[config.mk]
export PLATFORM = sky130hd
export DESIGN_NAME = noc_rr_receiver
export DESIGN_NICKNAME = d
export VERILOG_FILES = /design/src/rtl/noc_rr_receiver.sv
export SDC_FILE = /design/constraint.sdc
export NUM_CORES = 1
export LEC_CHECK = 0
export ABC_AREA = 1
export CORE_AREA = 8 8 117 119
export DETAILED_ROUTE_END_ITERATION = 10
export DIE_AREA = 0 0 125 127
export GPL_ROUTABILITY_DRIVEN = 0
export GPL_TIMING_DRIVEN = 0
export PLACE_DENSITY = 0.95
export SYNTH_ARGS = -nofsm -noshare
export SYNTH_HDL_FRONTEND = slang
export SYNTH_SLANG_ARGS = --single-unit
[constraint.sdc]
create_clock -name clk -period 10.9 [get_ports clk]
set_input_delay 3.27 -clock clk [delete_from_list [all_inputs] [get_ports clk]]
set_output_delay 3.27 -clock clk [all_outputs]
set_load 0.03 [all_outputs]
[src/rtl/noc_rr_receiver.sv]
// Input-side packet arbiter: round-robin channel grant held until the tail flit,
// with a mid-packet stall watchdog and a per-packet flit limit.
module noc_rr_receiver #(
  parameter int DATA_SIZE = 32,
  parameter int ADDR_SIZE = 4,
  parameter int PORTS_NUM = 4,
  parameter int BUS_SIZE  = DATA_SIZE + ADDR_SIZE + 1,
  parameter int MAX_FLITS = 16,
  parameter int TIMEOUT   = 32,
  parameter int PORT_W    = $clog2(PORTS_NUM + 1)
) (
  input  logic                              clk,
  input  logic                              a_rst,
  input  logic                              is_full,
  input  logic [PORTS_NUM:0]                wr_ready_in,
  input  logic [(PORTS_NUM+1)*BUS_SIZE-1:0] data_i,
  output logic                              wr_req,
  output logic [PORTS_NUM:0]                r_ready_out,
  output logic [BUS_SIZE-1:0]               data_o,
  output logic [PORT_W-1:0]                 cur_port,
  output logic                              busy,
  output logic                              pkt_abort
);

  localparam int CH      = PORTS_NUM + 1;
  localparam int FLIT_W  = $clog2(MAX_FLITS + 1);
  localparam int STALL_W = $clog2(TIMEOUT + 1);

  typedef enum logic [1:0] {IDLE, XFER, ACK} state_t;

  state_t              state, state_nxt;
  logic [PORT_W-1:0]   last_port, last_port_nxt, cur_port_nxt;
  logic [PORT_W-1:0]   winner, cand;
  logic                found;
  logic [FLIT_W-1:0]   flit_cnt, flit_cnt_nxt;
  logic [STALL_W-1:0]  stall_cnt, stall_cnt_nxt;
  logic [BUS_SIZE-1:0] data_nxt, cur_flit;
  logic [BUS_SIZE-1:0] chan_flit [CH];
  logic                cur_ready, wr_req_nxt, abort_nxt;
  logic [PORTS_NUM:0]  r_ready_nxt;

  always_comb begin
    for (int unsigned k = 0; k < CH; k++) begin
      chan_flit[k] = data_i[k*BUS_SIZE +: BUS_SIZE];
    end
  end

  assign cur_ready = wr_ready_in[cur_port];
  assign cur_flit  = chan_flit[cur_port];

  // Scan starts one past the last served channel, so every channel waits at most one packet per peer.
  always_comb begin
    found  = 1'b0;
    winner = '0;
    cand   = '0;
    for (int unsigned i = 1; i <= CH; i++) begin
      cand = PORT_W'((32'(last_port) + i) % CH);
      if (!found && wr_ready_in[cand]) begin
        found  = 1'b1;
        winner = cand;
      end
    end
  end

  always_comb begin
    state_nxt     = state;
    cur_port_nxt  = cur_port;
    last_port_nxt = last_port;
    flit_cnt_nxt  = flit_cnt;
    stall_cnt_nxt = stall_cnt;
    data_nxt      = data_o;
    wr_req_nxt    = 1'b0;
    r_ready_nxt   = '0;
    abort_nxt     = 1'b0;
    unique case (state)
      IDLE: begin
        if (!is_full && found) begin
          cur_port_nxt  = winner;
          flit_cnt_nxt  = '0;
          stall_cnt_nxt = '0;
          state_nxt     = XFER;
        end
      end
      XFER: begin
        if (cur_ready && !is_full) begin
          data_nxt              = cur_flit;
          wr_req_nxt            = 1'b1;
          r_ready_nxt[cur_port] = 1'b1;
          if (flit_cnt != FLIT_W'(MAX_FLITS)) flit_cnt_nxt = flit_cnt + 1'b1;
          stall_cnt_nxt         = '0;
          state_nxt             = ACK;
        end else if (!cur_ready) begin
          // Backpressure alone never trips the watchdog; only a silent source does.
          if (stall_cnt >= STALL_W'(TIMEOUT - 1)) begin
            abort_nxt     = 1'b1;
            last_port_nxt = cur_port;
            state_nxt     = IDLE;
          end else begin
            stall_cnt_nxt = stall_cnt + 1'b1;
          end
        end
      end
      ACK: begin
        if (data_o[ADDR_SIZE]) begin
          last_port_nxt = cur_port;
          state_nxt     = IDLE;
        end else if (flit_cnt == FLIT_W'(MAX_FLITS)) begin
          abort_nxt     = 1'b1;
          last_port_nxt = cur_port;
          state_nxt     = IDLE;
        end else begin
          state_nxt = XFER;
        end
      end
      default: state_nxt = IDLE;
    endcase
  end

  always_ff @(posedge clk or posedge a_rst) begin
    if (a_rst) begin
      state       <= IDLE;
      last_port   <= PORT_W'(PORTS_NUM);
      cur_port    <= '0;
      flit_cnt    <= '0;
      stall_cnt   <= '0;
      data_o      <= '0;
      wr_req      <= 1'b0;
      r_ready_out <= '0;
      pkt_abort   <= 1'b0;
      busy        <= 1'b0;
    end else begin
      state       <= state_nxt;
      last_port   <= last_port_nxt;
      cur_port    <= cur_port_nxt;
      flit_cnt    <= flit_cnt_nxt;
      stall_cnt   <= stall_cnt_nxt;
      data_o      <= data_nxt;
      wr_req      <= wr_req_nxt;
      r_ready_out <= r_ready_nxt;
      pkt_abort   <= abort_nxt;
      busy        <= (state_nxt != IDLE);
    end
  end

endmodule

==> Word level (Yosys, flattened, before mapping) <==
Cells that the tools add are included.
{ "classes": {"add_sub_neg": 7, "mul": 0, "n_div": 5, "order_cmp": 9, "n_eq_ne": 13, "n_shift": 0, "muxes": 59, "bitwise": 1, "reduce_logical": 21} }
{ "op_table": {"columns": ["op", "n"], "rows": [
  ["32-bit by 3-bit remainder unit with 32-bit output, second input constant", 5],
  ["37-bit binary-select mux with 3-bit select", 1],
  ["37-bit 2-to-1 mux", 2],
  ["3-bit 2-to-1 mux", 10],
  ["5-bit 2-to-1 mux", 5],
  ["3-bit by 4-bit less-than comparator with 1-bit output, second input constant", 6],
  ["6-bit 2-to-1 mux", 4],
  ["1-bit 2-to-1 mux", 21],
  ["1-bit binary-select mux with 3-bit select", 6],
  ["2-bit != test, second input constant", 6],
  ["6-bit one-hot mux with 2 select lines", 1],
  ["5-bit one-hot mux with 2 select lines", 1],
  ["3-bit != test, second input constant", 3],
  ["3-bit by 2-bit adder with 4-bit output, second input constant", 2],
  ["3-bit by 3-bit adder with 4-bit output, second input constant", 2],
  ["2-bit 2-to-1 mux", 4],
  ["4-bit AND reduction", 2],
  ["1-bit logical AND", 7],
  ["6-bit by 1-bit adder with 6-bit output, second input constant", 1],
  ["6-bit by 5-bit greater-or-equal comparator with 1-bit output, second input constant", 1],
  ["2-bit one-hot mux with 3 select lines", 1],
  ["3-bit one-hot mux with 2 select lines", 1],
  ["2-bit nonzero test", 3],
  ["5-bit by 1-bit adder with 5-bit output, second input constant", 1],
  ["other kinds (14)", 19]
]} }
{ "word_totals": {"reg_bits": 64, "latchBits": 0, "ram_bits": 0, "mem_bits_ro": 0, "in_bits": 193, "out_inout_bits": 48, "elab_cells": 125, "n_memories": 0} }

==> Depth between registers and ports, before layout <==
{ "logic_depth": {"word_depth": 21, "depth_mapped": 28, "depth_no_buf": 28} }

==> Least setup slack after synthesis <==
No wires, ideal clock.
{ "synth_timing": {"kind": "input to register", "start": "input port wr_ready_in[0]", "end": "register data_o[18]", "setup_ns": 0.120, "arrival_ns": 4.636, "t_required_ns": 10.780, "path_slack_ns": 6.143, "path_stages": 11, "n_path_buf": 2, "cell_sequence": "inv_1 -> o221ai_1 -> nor2_1 -> nor2_1 -> inv_1 -> nor2_1 -> inv_1 -> clkbuf_1 -> clkbuf_1 -> nand2_1 -> nand2_1"} }
{ "synth_via": {"elab_chain_cells": 4} }
{ "synth_rtl": {"columns": ["element", "line_no", "text"], "rows": [
  ["start, declared", "15", "input logic [PORTS_NUM:0] wr_ready_in,"],
  ["1-bit binary-select mux with 3-bit select", "48", "assign cur_ready = wr_ready_in[cur_port];"],
  ["1-bit 2-to-1 mux (implied by the code)", "48", null],
  ["1-bit logical AND", "85", "if (cur_ready && !is_full) begin"],
  ["2-bit AND reduction (no line)", null, null],
  ["end signal, assigned", "137", "data_o <= data_nxt;"],
  ["end, declared", "19", "output logic [BUS_SIZE-1:0] data_o,"]
]} }
Every way passes these cells. The select of a mux whose other input is x is not followed.
A chain may end at the register's enable or synchronous reset.

==> Worst setup path in the final report <==
{ "layout_timing": {"start": "input port wr_ready_in[1]", "end": "register data_o[22]"} }
Same word-level chain as after synthesis.

==> summary.txt <==
Run status
  – Status: finished, final reports clean

Cells and area
  – Most frequent cells in the layout: nand2_1, clkdlybuf4s50_1, nand3_1, dfrtp_1, inv_1
  – Layout cell share with drive strength beyond 1: 9.06%
  – Finished Cell Area: 8350 um2
  – Final #Nets: 1267
  – Most common cell after layout, fill and taps aside: nand2_1
  – Area growth from synthesis to layout: 52.7%
  – Non-filler instance count after layout: 1198

Clocking
  – CTS Hold Bufs: 0
  – Clk Latency, worst-skew pair: 330 ps
  – # H-tree levels: 3
  – Clk sinks: 64
  – Clock root buffer: clkbuf_16
  – Post-CTS sizing: 0
  – Reg clk slew, reported paths: 60 ps
  – Total CTS buffers: 9
  – TritonCTS clock tree: built
  – CTS max path bufs: 2
  – Postcts setup bufs: 0

Timing
  – Worst Max-Slew Pin Slew: 662 ps
  – Final setup TNS: 0 ps
  – Final Critical Period: 5760 ps
  – Final setup viols: 0
  – Post-route clock period utilization: 52.9%
  – Relative slew slack: 55.9%
  – Final Max Slew Viols: 0
  – Final Hold Viols: 0
  – RSZ-0062 raised after global routing: no
  – Clock skew: around 8.6 ps
  – Achievable frequency: 0.173 GHz
  – Hold_ws: 469 ps

Die
  – Core Region: between 10000 and 15000 um2
  – I/O pin total: 241
  – Core Rows: 40
  – Starting density of the core: 46.3%
  – Die Y: 127 um
  – Die area: roughly 16000 um2
  – Die width: 125 um

Hold path
  – Hold Path Class: reg -> reg
  – Hold Path Origin: data_o[11]
  – Min-Delay Endpoint: data_o[11]
  – Hold path depth: 2

Route
  – Vias: 6489
  – Pre-antenna DRT Iters: 9
  – DR vias/cell: 5.42
  – DRT antenna net count: 0
  – Drt wl/cell: 17.7 um
  – Final Routed Wirelength: 21200 um
  – Initial drt markers: 510
  – DRC errors left: 0

GRT
  – GRT Overall Usage: 26.0%
  – Vias in the first global route: 6541
  – Antenna violations before repair: 2
  – Largest net degree at the start of global routing: 40
  – First-pass GRT wire length: ~33000 um
  – Remaining global-route overflow: 0

Place
  – DP Cell Count: 1180
  – Port buffer count: 240
  – Dpl cell area: 8080 um2
  – DP Wirelength: 17500 um

Critical path
  – Buf+Inv Stages, Crit Path: 6
  – Slowest stage cell, crit path: clkdlybuf4s50_1
  – CP Launch Type: input port
  – R2R Setup Slk: around 7000 ps
  – Arrival time of the worst setup path: 5970 ps
  – CP max FO: 10
  – Critical path, cell by cell: clkdlybuf4s50_1 > inv_1 > o221ai_1 > nor2_1 > nor2_1 > inv_1 > nor2_1 > inv_1 > clkbuf_1 > clkbuf_1 > nand2_1 > nand2_1
  – Crit path kind: in -> reg
  – Reg-to-Reg Start: last_port[1]
  – Slowest stage delay, CP: 580 ps
  – Critical Path Stages: 12
  – RR Endpoint: stall_cnt[2]
  – CP required: ~11000 ps
  – CP Capture Type: register
  – FF-to-FF path depth: 24
  – Cell family with the largest share of critical-path delay: buffers and inverters

Synthesis
  – Share of flip-flops with an asynchronous set or reset: 100%
  – FF+latch count, synth: 64
  – Yosys cell types: 47
  – Dominant synthesized flop cell: dfrtp_1
  – Post-synth EDFFs: 0
  – Post-synthesis sequential area ratio: 29.3%
  – Post-Synthesis Cell Area: 5470 um2
  – Mapped Cells: 792
  – Yosys Warn Count: 0
  – Avg Inst Size Synth: 6.91 um2
  – Synthesized Nets: 1015

Power
  – Power Dens Cells: 268 nW/um2
  – Pleak: between 3 and 4 nW
  – VDD IR max: approximately 0.12 mV

Run
  – Max-cap violation count: 0
cell usage after synthesis (17+ instances only):
master,n,share of area [%]
a21oi_1,22,2.0
a22o_1,20,3.2
a22oi_1,17,2.3
clkbuf_1,25,1.7
dfrtp_1,63,29
ha_1,30,6.9
inv_1,62,4.3
nand2_1,259,18
nand2_2,24,2.7
nand3_1,84,7.7
nor2_1,29,2.0
o21ai_0,50,4.6
metrics by stage:
step	power, mW	util (%)	setup WS (ps)
2_1_floorplan	1.49	-	6030
3_3_place_gp	1.91	68.2	4890
3_5_place_dp	1.96	68.4	4870
4_1_cts	2.23	70.7	5170
5_1_grt	2.41	70.7	4900
6_report	2.24	70.7	5140
worst reg2reg max path: stages, from the launching register on:
cell      delay (ps)
dfrtp_1          600
ha_1             330
inv_1            120
nand2_1          130
nand2_4          100
ha_1             220
nor2_1           190
nand2_4           80
nand2_4           90
xor2_1           360
ha_1             260
inv_1             50
o211ai_1         230
nand3_1          190
nand2_2          150
nand2_1           70
nand3_1           70
nand2_1           90
a21oi_2          130
nand3_2          100
nand2_2           90
nand2_4           80
buf_6            150
nand3_1           60
nand2_1           60
worst max-delay path by stage:
stage / end / start / slack, ps
floorplan: busy / a_rst / 6030
global placement: data_o[22] / wr_ready_in[4] / 4890
detailed placement: data_o[19] / wr_ready_in[0] / 4870
CTS: data_o[19] / wr_ready_in[0] / 5170
global route: data_o[22] / wr_ready_in[1] / 4900
finish: data_o[22] / wr_ready_in[1] / 5140
layout make-up:
type	count	area [um2]
clock buffer	9	225
sequential	64	1600
tap	147	184
multi-input combinational	625	3460
antenna	2	5.00
buffer	31	140
timing repair buffer	241	2420
clock inverter	7	47.5
fill	901	3460
inverter	72	270
layer usage:
layer | up-vias | global-route usage, % | wire length, um
met4 | 0 | 12.5 | 903
met2 | 292 | 48.9 | 11100
met5 | - | 0 | 0
li1 | 3127 | - | -
met3 | 53 | 7.24 | 1650
met1 | 3017 | 26.1 | 7520
registers in the layout, summed over array words and instances, names as in the netlist:
register,flops
r_ready_out,5
stall_cnt,6
data_o,37
busy,1
wr_req,1
cur_port,3
last_port,3
flit_cnt,5
state,2
pkt_abort,1
power breakdown:
part	internal, mW	leakage [nW]	switching [mW]
clock network	0.154	0.132	0.111
logic	0.580	2.88	1.01
registers	0.321	0.831	0.0637
logic make-up (layout without fill, tap and decap cells):
| group | Yosys count | after routing | share of synthesized area, % |
|---|---|---|---|
| compound gates | 137 | 137 | 16.4 |
| xor+xnor | 11 | 11 | 1.76 |
| fa+ha+maj | 30 | 30 | 6.86 |
| buf+inv | 103 | 360 | 7.50 |
| flops | 64 | 64 | 29.3 |
| other cells | 0 | 2 | 0 |
| simple gates | 447 | 447 | 38.2 |
(Power assumes the default switching activity.)
